<file path="src/rtl/axi_arb_pkg.sv">
// Shared types and AXI encodings for the IFU/LSU memory arbiter.
package axi_arb_pkg;

    typedef enum logic [2:0] {
        ST_IDLE,
        ST_AR0,
        ST_R0,
        ST_AR1,
        ST_R1,
        ST_WR,
        ST_B
    } arb_state_e;

    localparam logic [1:0] AXI_BURST_INCR = 2'b01;
    localparam logic [2:0] AXI_SIZE_8B    = 3'b011;
    localparam logic [3:0] ARB_ID_IFU     = 4'd0;
    localparam logic [3:0] ARB_ID_LSU     = 4'd1;
    localparam logic [1:0] RESP_OKAY      = 2'b00;

endpackage

</file>
<file path="src/rtl/axi_mem_arbiter_if.sv">
// Bus bundle for the arbiter: M0 (IFU), M1 (LSU) and the shared slave.
// master = arbiter view (it masters the slave); slave = core + memory side.
interface axi_mem_arbiter_if #(
    parameter int ADDR_W = 32,
    parameter int DATA_W = 64
);
    logic              m0_arvalid;
    logic [ADDR_W-1:0] m0_araddr;
    logic [7:0]        m0_arlen;
    logic              m0_arready;
    logic              m0_rvalid;
    logic [DATA_W-1:0] m0_rdata;
    logic              m0_rlast;
    logic [1:0]        m0_rresp;
    logic              m0_rready;

    logic              m1_arvalid;
    logic [ADDR_W-1:0] m1_araddr;
    logic [7:0]        m1_arlen;
    logic              m1_arready;
    logic              m1_rvalid;
    logic [DATA_W-1:0] m1_rdata;
    logic              m1_rlast;
    logic [1:0]        m1_rresp;
    logic              m1_rready;
    logic              m1_awvalid;
    logic [ADDR_W-1:0] m1_awaddr;
    logic              m1_awready;
    logic              m1_wvalid;
    logic [DATA_W-1:0] m1_wdata;
    logic [DATA_W/8-1:0] m1_wstrb;
    logic              m1_wready;
    logic              m1_bvalid;
    logic [1:0]        m1_bresp;
    logic              m1_bready;

    logic              s_arvalid;
    logic [ADDR_W-1:0] s_araddr;
    logic [7:0]        s_arlen;
    logic [3:0]        s_arid;
    logic [2:0]        s_arsize;
    logic [1:0]        s_arburst;
    logic              s_arready;
    logic              s_rvalid;
    logic [DATA_W-1:0] s_rdata;
    logic              s_rlast;
    logic [1:0]        s_rresp;
    logic              s_rready;
    logic              s_awvalid;
    logic [ADDR_W-1:0] s_awaddr;
    logic [7:0]        s_awlen;
    logic              s_awready;
    logic              s_wvalid;
    logic [DATA_W-1:0] s_wdata;
    logic [DATA_W/8-1:0] s_wstrb;
    logic              s_wlast;
    logic              s_wready;
    logic              s_bvalid;
    logic [1:0]        s_bresp;
    logic              s_bready;

    modport master (
        input  m0_arvalid, m0_araddr, m0_arlen, m0_rready,
        output m0_arready, m0_rvalid, m0_rdata, m0_rlast, m0_rresp,
        input  m1_arvalid, m1_araddr, m1_arlen, m1_rready,
        output m1_arready, m1_rvalid, m1_rdata, m1_rlast, m1_rresp,
        input  m1_awvalid, m1_awaddr, m1_wvalid, m1_wdata, m1_wstrb,
        input  m1_bready,
        output m1_awready, m1_wready, m1_bvalid, m1_bresp,
        output s_arvalid, s_araddr, s_arlen, s_arid, s_arsize, s_arburst,
        input  s_arready,
        input  s_rvalid, s_rdata, s_rlast, s_rresp,
        output s_rready,
        output s_awvalid, s_awaddr, s_awlen,
        input  s_awready,
        output s_wvalid, s_wdata, s_wstrb, s_wlast,
        input  s_wready,
        input  s_bvalid, s_bresp,
        output s_bready
    );

    modport slave (
        output m0_arvalid, m0_araddr, m0_arlen, m0_rready,
        input  m0_arready, m0_rvalid, m0_rdata, m0_rlast, m0_rresp,
        output m1_arvalid, m1_araddr, m1_arlen, m1_rready,
        input  m1_arready, m1_rvalid, m1_rdata, m1_rlast, m1_rresp,
        output m1_awvalid, m1_awaddr, m1_wvalid, m1_wdata, m1_wstrb,
        output m1_bready,
        input  m1_awready, m1_wready, m1_bvalid, m1_bresp,
        input  s_arvalid, s_araddr, s_arlen, s_arid, s_arsize, s_arburst,
        output s_arready,
        output s_rvalid, s_rdata, s_rlast, s_rresp,
        input  s_rready,
        input  s_awvalid, s_awaddr, s_awlen,
        output s_awready,
        input  s_wvalid, s_wdata, s_wstrb, s_wlast,
        output s_wready,
        output s_bvalid, s_bresp,
        input  s_bready
    );

endinterface

</file>
<file path="src/rtl/axi_mem_arbiter.sv">
// Single-outstanding AXI arbiter: LSU write first, round-robin reads,
// responses steered by FSM state, sticky watchdog on R/B waits.
module axi_mem_arbiter
    import axi_arb_pkg::*;
#(
    parameter int unsigned TIMEOUT = 1023
) (
    input  logic              aclk,
    input  logic              aresetn,
    axi_mem_arbiter_if.master bus,
    output logic              timeout_err
);

    localparam int WD_W = (TIMEOUT > 1) ? $clog2(TIMEOUT + 1) : 1;

    arb_state_e state;
    arb_state_e state_nx;
    logic       rr_ptr;
    logic       rr_ptr_nx;
    logic       aw_done;
    logic       aw_done_nx;
    logic       w_done;
    logic       w_done_nx;
    logic [WD_W-1:0] wd_cnt;
    logic [WD_W-1:0] wd_cnt_nx;
    logic [WD_W-1:0] wd_inc;
    logic       waiting;
    logic       wait_hs;
    logic       timeout_nx;

    assign bus.s_arsize  = AXI_SIZE_8B;
    assign bus.s_arburst = AXI_BURST_INCR;
    assign bus.s_awaddr  = bus.m1_awaddr;
    assign bus.s_awlen   = 8'd0;
    assign bus.s_wdata   = bus.m1_wdata;
    assign bus.s_wstrb   = bus.m1_wstrb;
    assign bus.s_wlast   = 1'b1;
    assign bus.m0_rdata  = bus.s_rdata;
    assign bus.m0_rlast  = bus.s_rlast;
    assign bus.m0_rresp  = bus.s_rresp;
    assign bus.m1_rdata  = bus.s_rdata;
    assign bus.m1_rlast  = bus.s_rlast;
    assign bus.m1_rresp  = bus.s_rresp;
    assign bus.m1_bresp  = bus.s_bresp;

    always_ff @(posedge aclk or negedge aresetn) begin
        if (!aresetn) begin
            state       <= ST_IDLE;
            rr_ptr      <= 1'b0;
            aw_done     <= 1'b0;
            w_done      <= 1'b0;
            wd_cnt      <= '0;
            timeout_err <= 1'b0;
        end else begin
            state       <= state_nx;
            rr_ptr      <= rr_ptr_nx;
            aw_done     <= aw_done_nx;
            w_done      <= w_done_nx;
            wd_cnt      <= wd_cnt_nx;
            timeout_err <= timeout_nx;
        end
    end

    // Handshake terms come straight from inputs to avoid a comb loop
    always_comb begin
        waiting = 1'b0;
        wait_hs = 1'b0;
        unique case (1'b1)
            state == ST_R0: begin
                waiting = 1'b1;
                wait_hs = bus.s_rvalid & bus.m0_rready;
            end
            state == ST_R1: begin
                waiting = 1'b1;
                wait_hs = bus.s_rvalid & bus.m1_rready;
            end
            state == ST_B: begin
                waiting = 1'b1;
                wait_hs = bus.s_bvalid & bus.m1_bready;
            end
            default: ;
        endcase
        wd_inc = wd_cnt + 1'b1;
        if (!waiting || wait_hs) begin
            wd_cnt_nx = '0;
        end else if (wd_cnt != WD_W'(TIMEOUT)) begin
            wd_cnt_nx = wd_inc;
        end else begin
            wd_cnt_nx = wd_cnt;
        end
        timeout_nx = timeout_err
                   | ((TIMEOUT != 0) & waiting & ~wait_hs
                      & (wd_inc == WD_W'(TIMEOUT)));
    end

    always_comb begin
        state_nx       = state;
        rr_ptr_nx      = rr_ptr;
        aw_done_nx     = aw_done;
        w_done_nx      = w_done;
        bus.m0_arready = 1'b0;
        bus.m0_rvalid  = 1'b0;
        bus.m1_arready = 1'b0;
        bus.m1_rvalid  = 1'b0;
        bus.m1_awready = 1'b0;
        bus.m1_wready  = 1'b0;
        bus.m1_bvalid  = 1'b0;
        bus.s_arvalid  = 1'b0;
        bus.s_araddr   = bus.m0_araddr;
        bus.s_arlen    = bus.m0_arlen;
        bus.s_arid     = ARB_ID_IFU;
        bus.s_rready   = 1'b0;
        bus.s_awvalid  = 1'b0;
        bus.s_wvalid   = 1'b0;
        bus.s_bready   = 1'b0;
        unique case (state)
            ST_IDLE: begin
                aw_done_nx = 1'b0;
                w_done_nx  = 1'b0;
                if (bus.m1_awvalid && bus.m1_wvalid) begin
                    state_nx = ST_WR;
                end else if (bus.m0_arvalid && bus.m1_arvalid) begin
                    state_nx = rr_ptr ? ST_AR1 : ST_AR0;
                end else if (bus.m0_arvalid) begin
                    state_nx = ST_AR0;
                end else if (bus.m1_arvalid) begin
                    state_nx = ST_AR1;
                end
            end
            ST_AR0: begin
                bus.s_arvalid  = bus.m0_arvalid;
                bus.m0_arready = bus.s_arready;
                if (bus.m0_arvalid && bus.s_arready) begin
                    state_nx = ST_R0;
                end
            end
            ST_R0: begin
                bus.m0_rvalid = bus.s_rvalid;
                bus.s_rready  = bus.m0_rready;
                if (bus.s_rvalid && bus.m0_rready && bus.s_rlast) begin
                    state_nx  = ST_IDLE;
                    rr_ptr_nx = 1'b1;
                end
            end
            ST_AR1: begin
                bus.s_arvalid  = bus.m1_arvalid;
                bus.s_araddr   = bus.m1_araddr;
                bus.s_arlen    = bus.m1_arlen;
                bus.s_arid     = ARB_ID_LSU;
                bus.m1_arready = bus.s_arready;
                if (bus.m1_arvalid && bus.s_arready) begin
                    state_nx = ST_R1;
                end
            end
            ST_R1: begin
                bus.m1_rvalid = bus.s_rvalid;
                bus.s_rready  = bus.m1_rready;
                if (bus.s_rvalid && bus.m1_rready && bus.s_rlast) begin
                    state_nx  = ST_IDLE;
                    rr_ptr_nx = 1'b0;
                end
            end
            ST_WR: begin
                bus.s_awvalid  = bus.m1_awvalid & ~aw_done;
                bus.s_wvalid   = bus.m1_wvalid & ~w_done;
                bus.m1_awready = bus.s_awready & ~aw_done;
                bus.m1_wready  = bus.s_wready & ~w_done;
                aw_done_nx = aw_done | (bus.s_awvalid & bus.s_awready);
                w_done_nx  = w_done | (bus.s_wvalid & bus.s_wready);
                if (aw_done_nx && w_done_nx) begin
                    state_nx = ST_B;
                end
            end
            ST_B: begin
                bus.m1_bvalid = bus.s_bvalid;
                bus.s_bready  = bus.m1_bready;
                if (bus.s_bvalid && bus.m1_bready) begin
                    state_nx = ST_IDLE;
                end
            end
            default: state_nx = ST_IDLE;
        endcase
    end

endmodule

</file>
<file path="src/flat_wrapper.sv">
// flat-port wrapper written by rule: the top's interface ports become plain ports
module axi_mem_arbiter_flat import axi_arb_pkg::*;
#(
    parameter int unsigned TIMEOUT = 1023
)
  (aclk, aresetn, timeout_err, bus_m0_arvalid, bus_m0_araddr, bus_m0_arlen, bus_m0_rready, bus_m0_arready, bus_m0_rvalid, bus_m0_rdata, bus_m0_rlast, bus_m0_rresp, bus_m1_arvalid, bus_m1_araddr, bus_m1_arlen, bus_m1_rready, bus_m1_arready, bus_m1_rvalid, bus_m1_rdata, bus_m1_rlast, bus_m1_rresp, bus_m1_awvalid, bus_m1_awaddr, bus_m1_wvalid, bus_m1_wdata, bus_m1_wstrb, bus_m1_bready, bus_m1_awready, bus_m1_wready, bus_m1_bvalid, bus_m1_bresp, bus_s_arvalid, bus_s_araddr, bus_s_arlen, bus_s_arid, bus_s_arsize, bus_s_arburst, bus_s_arready, bus_s_rvalid, bus_s_rdata, bus_s_rlast, bus_s_rresp, bus_s_rready, bus_s_awvalid, bus_s_awaddr, bus_s_awlen, bus_s_awready, bus_s_wvalid, bus_s_wdata, bus_s_wstrb, bus_s_wlast, bus_s_wready, bus_s_bvalid, bus_s_bresp, bus_s_bready);
  axi_mem_arbiter_if #(.ADDR_W(32), .DATA_W(64)) bus_i ();
  input  logic aclk;
  input  logic aresetn;
  output logic timeout_err;
  input wire logic [$bits(bus_i.m0_arvalid)-1:0] bus_m0_arvalid;
  input wire logic [$bits(bus_i.m0_araddr)-1:0] bus_m0_araddr;
  input wire logic [$bits(bus_i.m0_arlen)-1:0] bus_m0_arlen;
  input wire logic [$bits(bus_i.m0_rready)-1:0] bus_m0_rready;
  output wire logic [$bits(bus_i.m0_arready)-1:0] bus_m0_arready;
  output wire logic [$bits(bus_i.m0_rvalid)-1:0] bus_m0_rvalid;
  output wire logic [$bits(bus_i.m0_rdata)-1:0] bus_m0_rdata;
  output wire logic [$bits(bus_i.m0_rlast)-1:0] bus_m0_rlast;
  output wire logic [$bits(bus_i.m0_rresp)-1:0] bus_m0_rresp;
  input wire logic [$bits(bus_i.m1_arvalid)-1:0] bus_m1_arvalid;
  input wire logic [$bits(bus_i.m1_araddr)-1:0] bus_m1_araddr;
  input wire logic [$bits(bus_i.m1_arlen)-1:0] bus_m1_arlen;
  input wire logic [$bits(bus_i.m1_rready)-1:0] bus_m1_rready;
  output wire logic [$bits(bus_i.m1_arready)-1:0] bus_m1_arready;
  output wire logic [$bits(bus_i.m1_rvalid)-1:0] bus_m1_rvalid;
  output wire logic [$bits(bus_i.m1_rdata)-1:0] bus_m1_rdata;
  output wire logic [$bits(bus_i.m1_rlast)-1:0] bus_m1_rlast;
  output wire logic [$bits(bus_i.m1_rresp)-1:0] bus_m1_rresp;
  input wire logic [$bits(bus_i.m1_awvalid)-1:0] bus_m1_awvalid;
  input wire logic [$bits(bus_i.m1_awaddr)-1:0] bus_m1_awaddr;
  input wire logic [$bits(bus_i.m1_wvalid)-1:0] bus_m1_wvalid;
  input wire logic [$bits(bus_i.m1_wdata)-1:0] bus_m1_wdata;
  input wire logic [$bits(bus_i.m1_wstrb)-1:0] bus_m1_wstrb;
  input wire logic [$bits(bus_i.m1_bready)-1:0] bus_m1_bready;
  output wire logic [$bits(bus_i.m1_awready)-1:0] bus_m1_awready;
  output wire logic [$bits(bus_i.m1_wready)-1:0] bus_m1_wready;
  output wire logic [$bits(bus_i.m1_bvalid)-1:0] bus_m1_bvalid;
  output wire logic [$bits(bus_i.m1_bresp)-1:0] bus_m1_bresp;
  output wire logic [$bits(bus_i.s_arvalid)-1:0] bus_s_arvalid;
  output wire logic [$bits(bus_i.s_araddr)-1:0] bus_s_araddr;
  output wire logic [$bits(bus_i.s_arlen)-1:0] bus_s_arlen;
  output wire logic [$bits(bus_i.s_arid)-1:0] bus_s_arid;
  output wire logic [$bits(bus_i.s_arsize)-1:0] bus_s_arsize;
  output wire logic [$bits(bus_i.s_arburst)-1:0] bus_s_arburst;
  input wire logic [$bits(bus_i.s_arready)-1:0] bus_s_arready;
  input wire logic [$bits(bus_i.s_rvalid)-1:0] bus_s_rvalid;
  input wire logic [$bits(bus_i.s_rdata)-1:0] bus_s_rdata;
  input wire logic [$bits(bus_i.s_rlast)-1:0] bus_s_rlast;
  input wire logic [$bits(bus_i.s_rresp)-1:0] bus_s_rresp;
  output wire logic [$bits(bus_i.s_rready)-1:0] bus_s_rready;
  output wire logic [$bits(bus_i.s_awvalid)-1:0] bus_s_awvalid;
  output wire logic [$bits(bus_i.s_awaddr)-1:0] bus_s_awaddr;
  output wire logic [$bits(bus_i.s_awlen)-1:0] bus_s_awlen;
  input wire logic [$bits(bus_i.s_awready)-1:0] bus_s_awready;
  output wire logic [$bits(bus_i.s_wvalid)-1:0] bus_s_wvalid;
  output wire logic [$bits(bus_i.s_wdata)-1:0] bus_s_wdata;
  output wire logic [$bits(bus_i.s_wstrb)-1:0] bus_s_wstrb;
  output wire logic [$bits(bus_i.s_wlast)-1:0] bus_s_wlast;
  input wire logic [$bits(bus_i.s_wready)-1:0] bus_s_wready;
  input wire logic [$bits(bus_i.s_bvalid)-1:0] bus_s_bvalid;
  input wire logic [$bits(bus_i.s_bresp)-1:0] bus_s_bresp;
  output wire logic [$bits(bus_i.s_bready)-1:0] bus_s_bready;
  assign bus_i.m0_arvalid = bus_m0_arvalid;
  assign bus_i.m0_araddr = bus_m0_araddr;
  assign bus_i.m0_arlen = bus_m0_arlen;
  assign bus_i.m0_rready = bus_m0_rready;
  assign bus_m0_arready = bus_i.m0_arready;
  assign bus_m0_rvalid = bus_i.m0_rvalid;
  assign bus_m0_rdata = bus_i.m0_rdata;
  assign bus_m0_rlast = bus_i.m0_rlast;
  assign bus_m0_rresp = bus_i.m0_rresp;
  assign bus_i.m1_arvalid = bus_m1_arvalid;
  assign bus_i.m1_araddr = bus_m1_araddr;
  assign bus_i.m1_arlen = bus_m1_arlen;
  assign bus_i.m1_rready = bus_m1_rready;
  assign bus_m1_arready = bus_i.m1_arready;
  assign bus_m1_rvalid = bus_i.m1_rvalid;
  assign bus_m1_rdata = bus_i.m1_rdata;
  assign bus_m1_rlast = bus_i.m1_rlast;
  assign bus_m1_rresp = bus_i.m1_rresp;
  assign bus_i.m1_awvalid = bus_m1_awvalid;
  assign bus_i.m1_awaddr = bus_m1_awaddr;
  assign bus_i.m1_wvalid = bus_m1_wvalid;
  assign bus_i.m1_wdata = bus_m1_wdata;
  assign bus_i.m1_wstrb = bus_m1_wstrb;
  assign bus_i.m1_bready = bus_m1_bready;
  assign bus_m1_awready = bus_i.m1_awready;
  assign bus_m1_wready = bus_i.m1_wready;
  assign bus_m1_bvalid = bus_i.m1_bvalid;
  assign bus_m1_bresp = bus_i.m1_bresp;
  assign bus_s_arvalid = bus_i.s_arvalid;
  assign bus_s_araddr = bus_i.s_araddr;
  assign bus_s_arlen = bus_i.s_arlen;
  assign bus_s_arid = bus_i.s_arid;
  assign bus_s_arsize = bus_i.s_arsize;
  assign bus_s_arburst = bus_i.s_arburst;
  assign bus_i.s_arready = bus_s_arready;
  assign bus_i.s_rvalid = bus_s_rvalid;
  assign bus_i.s_rdata = bus_s_rdata;
  assign bus_i.s_rlast = bus_s_rlast;
  assign bus_i.s_rresp = bus_s_rresp;
  assign bus_s_rready = bus_i.s_rready;
  assign bus_s_awvalid = bus_i.s_awvalid;
  assign bus_s_awaddr = bus_i.s_awaddr;
  assign bus_s_awlen = bus_i.s_awlen;
  assign bus_i.s_awready = bus_s_awready;
  assign bus_s_wvalid = bus_i.s_wvalid;
  assign bus_s_wdata = bus_i.s_wdata;
  assign bus_s_wstrb = bus_i.s_wstrb;
  assign bus_s_wlast = bus_i.s_wlast;
  assign bus_i.s_wready = bus_s_wready;
  assign bus_i.s_bvalid = bus_s_bvalid;
  assign bus_i.s_bresp = bus_s_bresp;
  assign bus_s_bready = bus_i.s_bready;
  axi_mem_arbiter #(.TIMEOUT(TIMEOUT)) u_core (.aclk(aclk), .aresetn(aresetn), .bus(bus_i), .timeout_err(timeout_err));
endmodule
</file>
<file path="config.mk">
export PLATFORM = sky130hd
export DESIGN_NAME = axi_mem_arbiter_flat
export DESIGN_NICKNAME = d
export VERILOG_FILES = /design/src/rtl/axi_arb_pkg.sv /design/src/rtl/axi_mem_arbiter_if.sv /design/src/rtl/axi_mem_arbiter.sv /design/src/flat_wrapper.sv
export SDC_FILE = /design/constraint.sdc
export NUM_CORES = 1
export LEC_CHECK = 0
export BUFFER_PORTS_ARGS = -buffer_cell sky130_fd_sc_hd__buf_2
export CORE_AREA = 2 2 228 230
export DETAILED_ROUTE_END_ITERATION = 12
export DIE_AREA = 0 0 230 232
export PLACE_DENSITY = 0.32
export SYNTH_ARGS = -nofsm -noshare
export SYNTH_HDL_FRONTEND = slang
export SYNTH_SLANG_ARGS = --single-unit
export TNS_END_PERCENT = 5
</file>
<file path="constraint.sdc">
create_clock -name aclk -period 2.95 [get_ports aclk]
set_clock_uncertainty 0.05 [all_clocks]
set_input_delay 0.1475 -clock aclk [delete_from_list [all_inputs] [get_ports aclk]]
set_output_delay 0.1475 -clock aclk [all_outputs]
set_load 0.005 [all_outputs]
</file>
=== Word-level counts from Yosys, hierarchy flattened ===
Cells that the tools add are included.

* Add/subtract/negate cells: 1
* Eq/ne operators: 15
* Muxes and demuxes: 36
* Bitwise operators: 17
* Reduce and logical (&&, ||, !) cells: 19

{| class="wikitable"
|+ Operator list
! operator !! count
|-
| two-way mux 32 bit || 1
|-
| two-way mux 3 bit || 10
|-
| one-hot mux 3 bit (7 select lines) || 1
|-
| two-way mux 10 bit || 2
|-
| two-way mux 1 bit || 14
|-
| bitwise AND 1 bit || 11
|-
| adder 10 x 1 -> 10 bit, second input constant || 1
|-
| == test 10 bit, second input constant || 1
|-
| logical AND 1 bit || 10
|-
| != test 10 bit, second input constant || 1
|-
| one-hot mux 1 bit (2 select lines) || 5
|-
| == test 3 bit, second input constant || 3
|-
| two-way mux 8 bit || 1
|-
| AND reduction 7 bit || 1
|-
| == test 3 x 2 -> 1 bit, second input constant || 2
|-
| != test 2 x 1 -> 1 bit, second input constant || 3
|-
| != test 2 bit, second input constant || 3
|-
| nonzero test 2 bit || 3
|-
| != test 5 x 3 -> 1 bit, second input constant || 1
|-
| == test 3 x 1 -> 1 bit, second input constant || 1
|-
| zero test 3 bit || 1
|-
| inverter 1 bit || 3
|-
| OR 1 bit || 3
|-
| one-hot mux 1 bit (3 select lines) || 1
|-
| 5 further kinds || 5
|}

* Bits in registers: 17
* Input bits: 267
* Output and inout bits: 311
* Logic and storage cells: 94

=== Logic depth before layout (Yosys ltp) ===
* Word-level depth: 7
* Mapped depth: 6
* Depth with buffers taken out: 6

=== Least setup slack after synthesis ===
No wires, ideal clock.

* Kind: reg-to-reg
* From: reg u_core.wd_cnt[0]
* To: reg u_core.wd_cnt[5]
* Setup time: 80 ps
* Arrival: 1424 ps
* Data required time: 2820 ps
* Slack: 1396 ps
* Cell stages (with the launch flop): 7
* Path buffers: 0
* Period minus slack after synthesis: 1554 ps
* Cells stage by stage: dfrtp_1 ha_1 nand4_2 nor2_4 nand3_4 and3_4 nor3_2

* Word-level cells in the longest chain between the ends: 3
* Elaborated cells on any way between the ends: 5
* Classes of those cells: add/sub: 1; eq/ne: 1; mux: 2; reduce/logical: 1

{| class="wikitable"
|+ Ends and longest elaborated chain
! what !! line !! RTL
|-
| start: declaration || axi_mem_arbiter.sv:24 || <nowiki>logic [WD_W-1:0] wd_cnt;</nowiki>
|-
| start signal: assignment || axi_mem_arbiter.sv:59 || <nowiki>wd_cnt <= wd_cnt_nx;</nowiki>
|-
| adder 10 x 1 -> 10 bit || axi_mem_arbiter.sv:83 || <nowiki>wd_inc = wd_cnt + 1'b1;</nowiki>
|-
| two-way mux 10 bit || axi_mem_arbiter.sv:86 || <nowiki>end else if (wd_cnt != WD_W'(TIMEOUT)) begin</nowiki>
|-
| two-way mux 10 bit || axi_mem_arbiter.sv:84 || <nowiki>if (!waiting || wait_hs) begin</nowiki>
|}

Parallel ways exist; a longest one is shown, timed or not. The select of a mux whose other input is x is not followed.
A chain may end at the register's enable or synchronous reset.

=== Worst setup path after layout ===
* From: reg u_core.state[2]
* To: out bus_s_arlen[1]

* Word-level cells in the longest chain between the ends: 2

{| class="wikitable"
|+ Ends and longest elaborated chain
! what !! line !! RTL
|-
| start: declaration || axi_mem_arbiter.sv:16 || <nowiki>arb_state_e state;</nowiki>
|-
| start signal: assignment || axi_mem_arbiter.sv:55 || <nowiki>state <= state_nx;</nowiki>
|-
| == test 3 x 2 -> 1 bit || axi_mem_arbiter.sv:116 || <nowiki>unique case (state)</nowiki>
|-
| two-way mux 8 bit || axi_mem_arbiter.sv:116 ||
|-
| end: declaration || flat_wrapper.sv:41 || <nowiki>output wire logic [$bits(bus_i.s_arlen)-1:0] bus_s_arlen;</nowiki>
|}

Every way passes these cells.

==> summary.log <==
[final_layout] Final Util 6.77%
[synth] area of the mapped netlist 3660 um2
[die] Std-Cell Rows 83
[final_layout] number of nets at the end of the flow 706
[synth] most used flip-flop cell after synthesis sky130_fd_sc_hd__dfrtp_1
[pwr] power share of the clock group 18.0%
[pwr] Pint 0.824 mW
[setup_path] register-to-register setup slack 1.01 ns
[synth] simple-gate share of the synthesized area 23.3%
[placement] # port buffers 150
[synth] asr flop ratio synth 100%
[timing] final total negative setup slack 0 ns
[timing] actual slew at the worst max-slew pin 0.533 ns
[timing] count of endpoints failing hold in the final timing report 0
[setup_path] classification of the worst setup path flop to primary output
[setup_path] critical path endpoint category primary output
[setup_path] data required time at the worst endpoint 2.75 ns
[pwr] total leakage power 1.56 nW
[timing] endpoints failing setup 0
[clock_tree] library cell used as clock root buffer sky130_fd_sc_hd__clkbuf_16
[timing] Final Slew Violations 0
[grt] via count of the first global-routing pass 2633
[timing] slack of the critical path 0.571 ns
[synth] Synth Area in Compound Gates 6.79%
[die] initial cell density of the core 7.20%
[drt] total number of vias 2763
[setup_path] critical path startpoint category flop
[clock_tree] H-tree levels 1
[setup_path] Crit-path slowest cell sky130_fd_sc_hd__dfrtp_1
[setup_path] most frequent CP cell sky130_fd_sc_hd__nand2_1
[pwr] worst voltage drop across the vdd grid 189 uV
[synth] combinational family with the most area after synthesis buffers and inverters
[status] result of the run finished, final reports clean
[timing] unrepaired setup endpoints after global routing false
[clock_tree] TritonCTS clock tree done
[timing] final cycle utilization of the critical path 80.6%
[synth] post-synthesis average cell area 6.88 um2
[clock_tree] later-pin clock latency in the skew report 0.25 ns
[drt] antenna-violating nets left 0
[synth] cell with the most instances after synthesis sky130_fd_sc_hd__buf_4
[grt] overflow left after global routing 0
[timing] tightest slew margin relative to the limit 64.5%
[placement] cell area reported after detailed placement 3350 um2
[timing] Max Fclk 420 MHz
[pwr] Pwr per Cell Area 450 nW/um2
[setup_path] Worst EP arrival 2.18 ns
[synth] xor-xnor portion of the synthesized cell area 1.19%
[synth] share of synthesized area spent on multiplexers 0.546%
[die] Chip Height 232 um
[pwr] proportion of power drawn by flip-flops and latches 24.0%
[pwr] switching power as a share of total power 46.8%
[synth] fraction of the yosys area taken by sequential cells 11.6%
[clock_tree] Bufs on Longest Clock Path 2
[setup_path] delay of the slowest cell on the worst path 0.67 ns
[hold_path] path type of the worst min-delay path input port to flop
[synth] gate count of the mapped netlist 533
[grt] initial antenna violation count 4
[clock_tree] total clock buffers created by CTS 3
[timing] minimum clock period after layout 2.38 ns
[die] core region area 50900 um2
[final_layout] filler cell count 6092
[drt] WL/cell 13.8 um
[placement] weighted congestion reported at the end of routability-driven placement 0.707
[setup_path] Buf+Inv Stages, Crit Path 2
[synth] library cell with the largest summed area after synthesis sky130_fd_sc_hd__buf_4
[grt] maximum number of pins on one net before global-route repair 29
[drt] detailed-routing iteration count for the pre-antenna-repair pass 4
[synth] Synth Area in Adders 0.683%
[setup_path] delay-heaviest family, CP simple AND/OR/NAND/NOR gates
[placement] Post-Place Setup Slack 0.764 ns
[drt] wire length after detailed routing 15400 um
[clock_tree] number of sinks driven by the clock tree 17
[pwr] switching power 0.724 mW
[die] DIE WIDTH 230 um
[final_layout] share of final-layout standard cells stronger than drive strength 1 38.8%
[drt] DRC Markers 0
[synth] Unique masters post-synth 48
[final_layout] layout overhead on the synthesized area -6.04%
[clock_tree] clock edge transition at the registers on the reported setup and hold paths 0.05 ns
[clock_tree] number of resized instances in the post-cts repair step 0
[synth] number of flops mapped to enable cells by yosys 0
[synth] post-synthesis sequential element count 17
[grt] global-route wire length before repair 20100 um
[synth] Warnings, synthesis 0
[final_layout] final non-filler cell total 1118
[synth] Commonest cells post-synth sky130_fd_sc_hd__buf_4 (258), sky130_fd_sc_hd__nand2_1 (133), sky130_fd_sc_hd__dfrtp_1 (17)
[synth] largest cells by area after synthesis sky130_fd_sc_hd__buf_4 (53%), sky130_fd_sc_hd__nand2_1 (14%), sky130_fd_sc_hd__dfrtp_1 (12%)
[setup_path] CP cell instances nand3b_4, buf_4, nand2_1, nand2_1, buf_2
[die] number of top-level design ports 578
[die] die area 53400 um2
[setup_path] maximum fanout encountered on the critical timing path 28
[synth] Yosys top cell area share 52.9%
[pwr] share of total power in combinational logic 57.9%
[placement] Detail Placement HPWL 13600 um
[drt] detailed-route vias per instance 2.47
[grt] Tot GR Track Use 5.34%
[drt] number of design-rule violations left by the first detailed-router iteration 94
[job] number of max-capacitance violations reported 0
[final_layout] Final Instance Area 3440 um2
[placement] Cell Count Post-Placement 1111
-- power by group through the flow --
stage	Combinational (mW)	Clock (mW)	Sequential (mW)
2_1_floorplan	0.855	0	0.307
4_1_cts	0.924	0.292	0.372
3_3_place_gp	0.919	0	0.376
6_report	0.897	0.279	0.372
5_1_grt	1.02	0.305	0.385
3_5_place_dp	0.919	0	0.377
-- metrics by stage --
stage	hold WS (ns)	total power [mW]
CTS	0.219	1.59
global placement	0.0671	1.30
global route	0.223	1.71
floorplan	-0.198	1.16
finish	0.219	1.55
detailed placement	0.0667	1.30
-- layout by cell type, fill, tap and decap left out, types with 2 or more instances in the layout --
cell | Yosys | routed
sky130_fd_sc_hd__nand4_2 | 2 | 2
sky130_fd_sc_hd__o21ai_0 | 6 | 6
sky130_fd_sc_hd__nor3b_1 | 4 | 4
sky130_fd_sc_hd__nor3_2 | 2 | 2
sky130_fd_sc_hd__nand2_1 | 133 | 133
sky130_fd_sc_hd__dfrtp_1 | 17 | 17
sky130_fd_sc_hd__a21oi_1 | 12 | 12
sky130_fd_sc_hd__nand2b_1 | 2 | 2
sky130_fd_sc_hd__or3_1 | 2 | 2
sky130_fd_sc_hd__diode_2 | 0 | 2
sky130_fd_sc_hd__mux2i_1 | 2 | 2
sky130_fd_sc_hd__a31oi_1 | 4 | 4
sky130_fd_sc_hd__nor4_1 | 3 | 3
sky130_fd_sc_hd__buf_4 | 258 | 4
sky130_fd_sc_hd__ha_1 | 2 | 2
sky130_fd_sc_hd__clkbuf_16 | 0 | 3
sky130_fd_sc_hd__inv_1 | 10 | 10
sky130_fd_sc_hd__o22ai_1 | 3 | 3
sky130_fd_sc_hd__and3_1 | 5 | 5
sky130_fd_sc_hd__nor2b_1 | 2 | 2
sky130_fd_sc_hd__nor2_1 | 13 | 13
sky130_fd_sc_hd__xnor2_1 | 5 | 5
sky130_fd_sc_hd__nor3_1 | 5 | 5
sky130_fd_sc_hd__buf_2 | 2 | 150
sky130_fd_sc_hd__conb_1 | 2 | 17
sky130_fd_sc_hd__nand3_1 | 4 | 4
-- state kept, by name, indices dropped and copies added (netlist names) --
register            count
u_core.aw_done          1
u_core.rr_ptr           1
u_core.state            3
u_core.timeout_err      1
u_core.w_done           1
u_core.wd_cnt          10
-- kinds of logic after synthesis --
| group | after synthesis |
|---|---|
| mux | 2 |
| fa+ha+maj | 2 |
| flops | 17 |
| xor+xnor | 5 |
| other cells | 2 |
| buf+inv | 281 |
| simple gates | 186 |
| compound gates | 38 |
-- final cells by class --
| type | instances | area, um2 | area share, % |
|---|---|---|---|
| sequential | 17 | 425 | 12.4 |
| multi-input combinational | 250 | 1250 | 36.4 |
| timing repair buffer | 155 | 791 | 23.0 |
| tap | 680 | 851 | 24.7 |
| clock buffer | 4 | 78.8 | 2.29 |
| antenna | 2 | 5.00 | 0.145 |
| inverter | 10 | 37.5 | 1.09 |
-- path summary, 6_finish.rpt --
check | startpoint | end | cells past startpoint
worst max-delay path | u_core.state[2] | bus_s_arlen[1] | 5
worst min-delay path | bus_m1_rready | u_core.rr_ptr | 4
worst max register to register | u_core.state[2] | u_core.state[1] | 5
worst min register to register | u_core.timeout_err | u_core.timeout_err | 1
max in group asynchronous | aresetn | u_core.wd_cnt[9] | 2
min in group asynchronous | aresetn | u_core.wd_cnt[7] | 2
-- routing by layer --
| metal | GRT usage [%] | routed length [um] | up-vias |
|---|---|---|---|
| li1 | - | - | 1216 |
| met1 | 4.06 | 4050 | 1176 |
| met2 | 8.85 | 7340 | 311 |
| met5 | 0 | 27 | - |
| met3 | 5.32 | 3250 | 56 |
| met4 | 2.52 | 766 | 4 |
-- tightest hold or removal path: cells and delay by family --
family | cells | cell delay (ns)
buf+inv | 2 | 0.18
compound gates | 2 | 0.14
-- repair_timing --
action                                 4_1_cts  5_1_grt
setup endpoints to repair                    0        0
setup buffers                                0        0
endpoints found under the hold margin       17        0
hold buffers                                 1        0
Power figures use the tool's default switching activity.
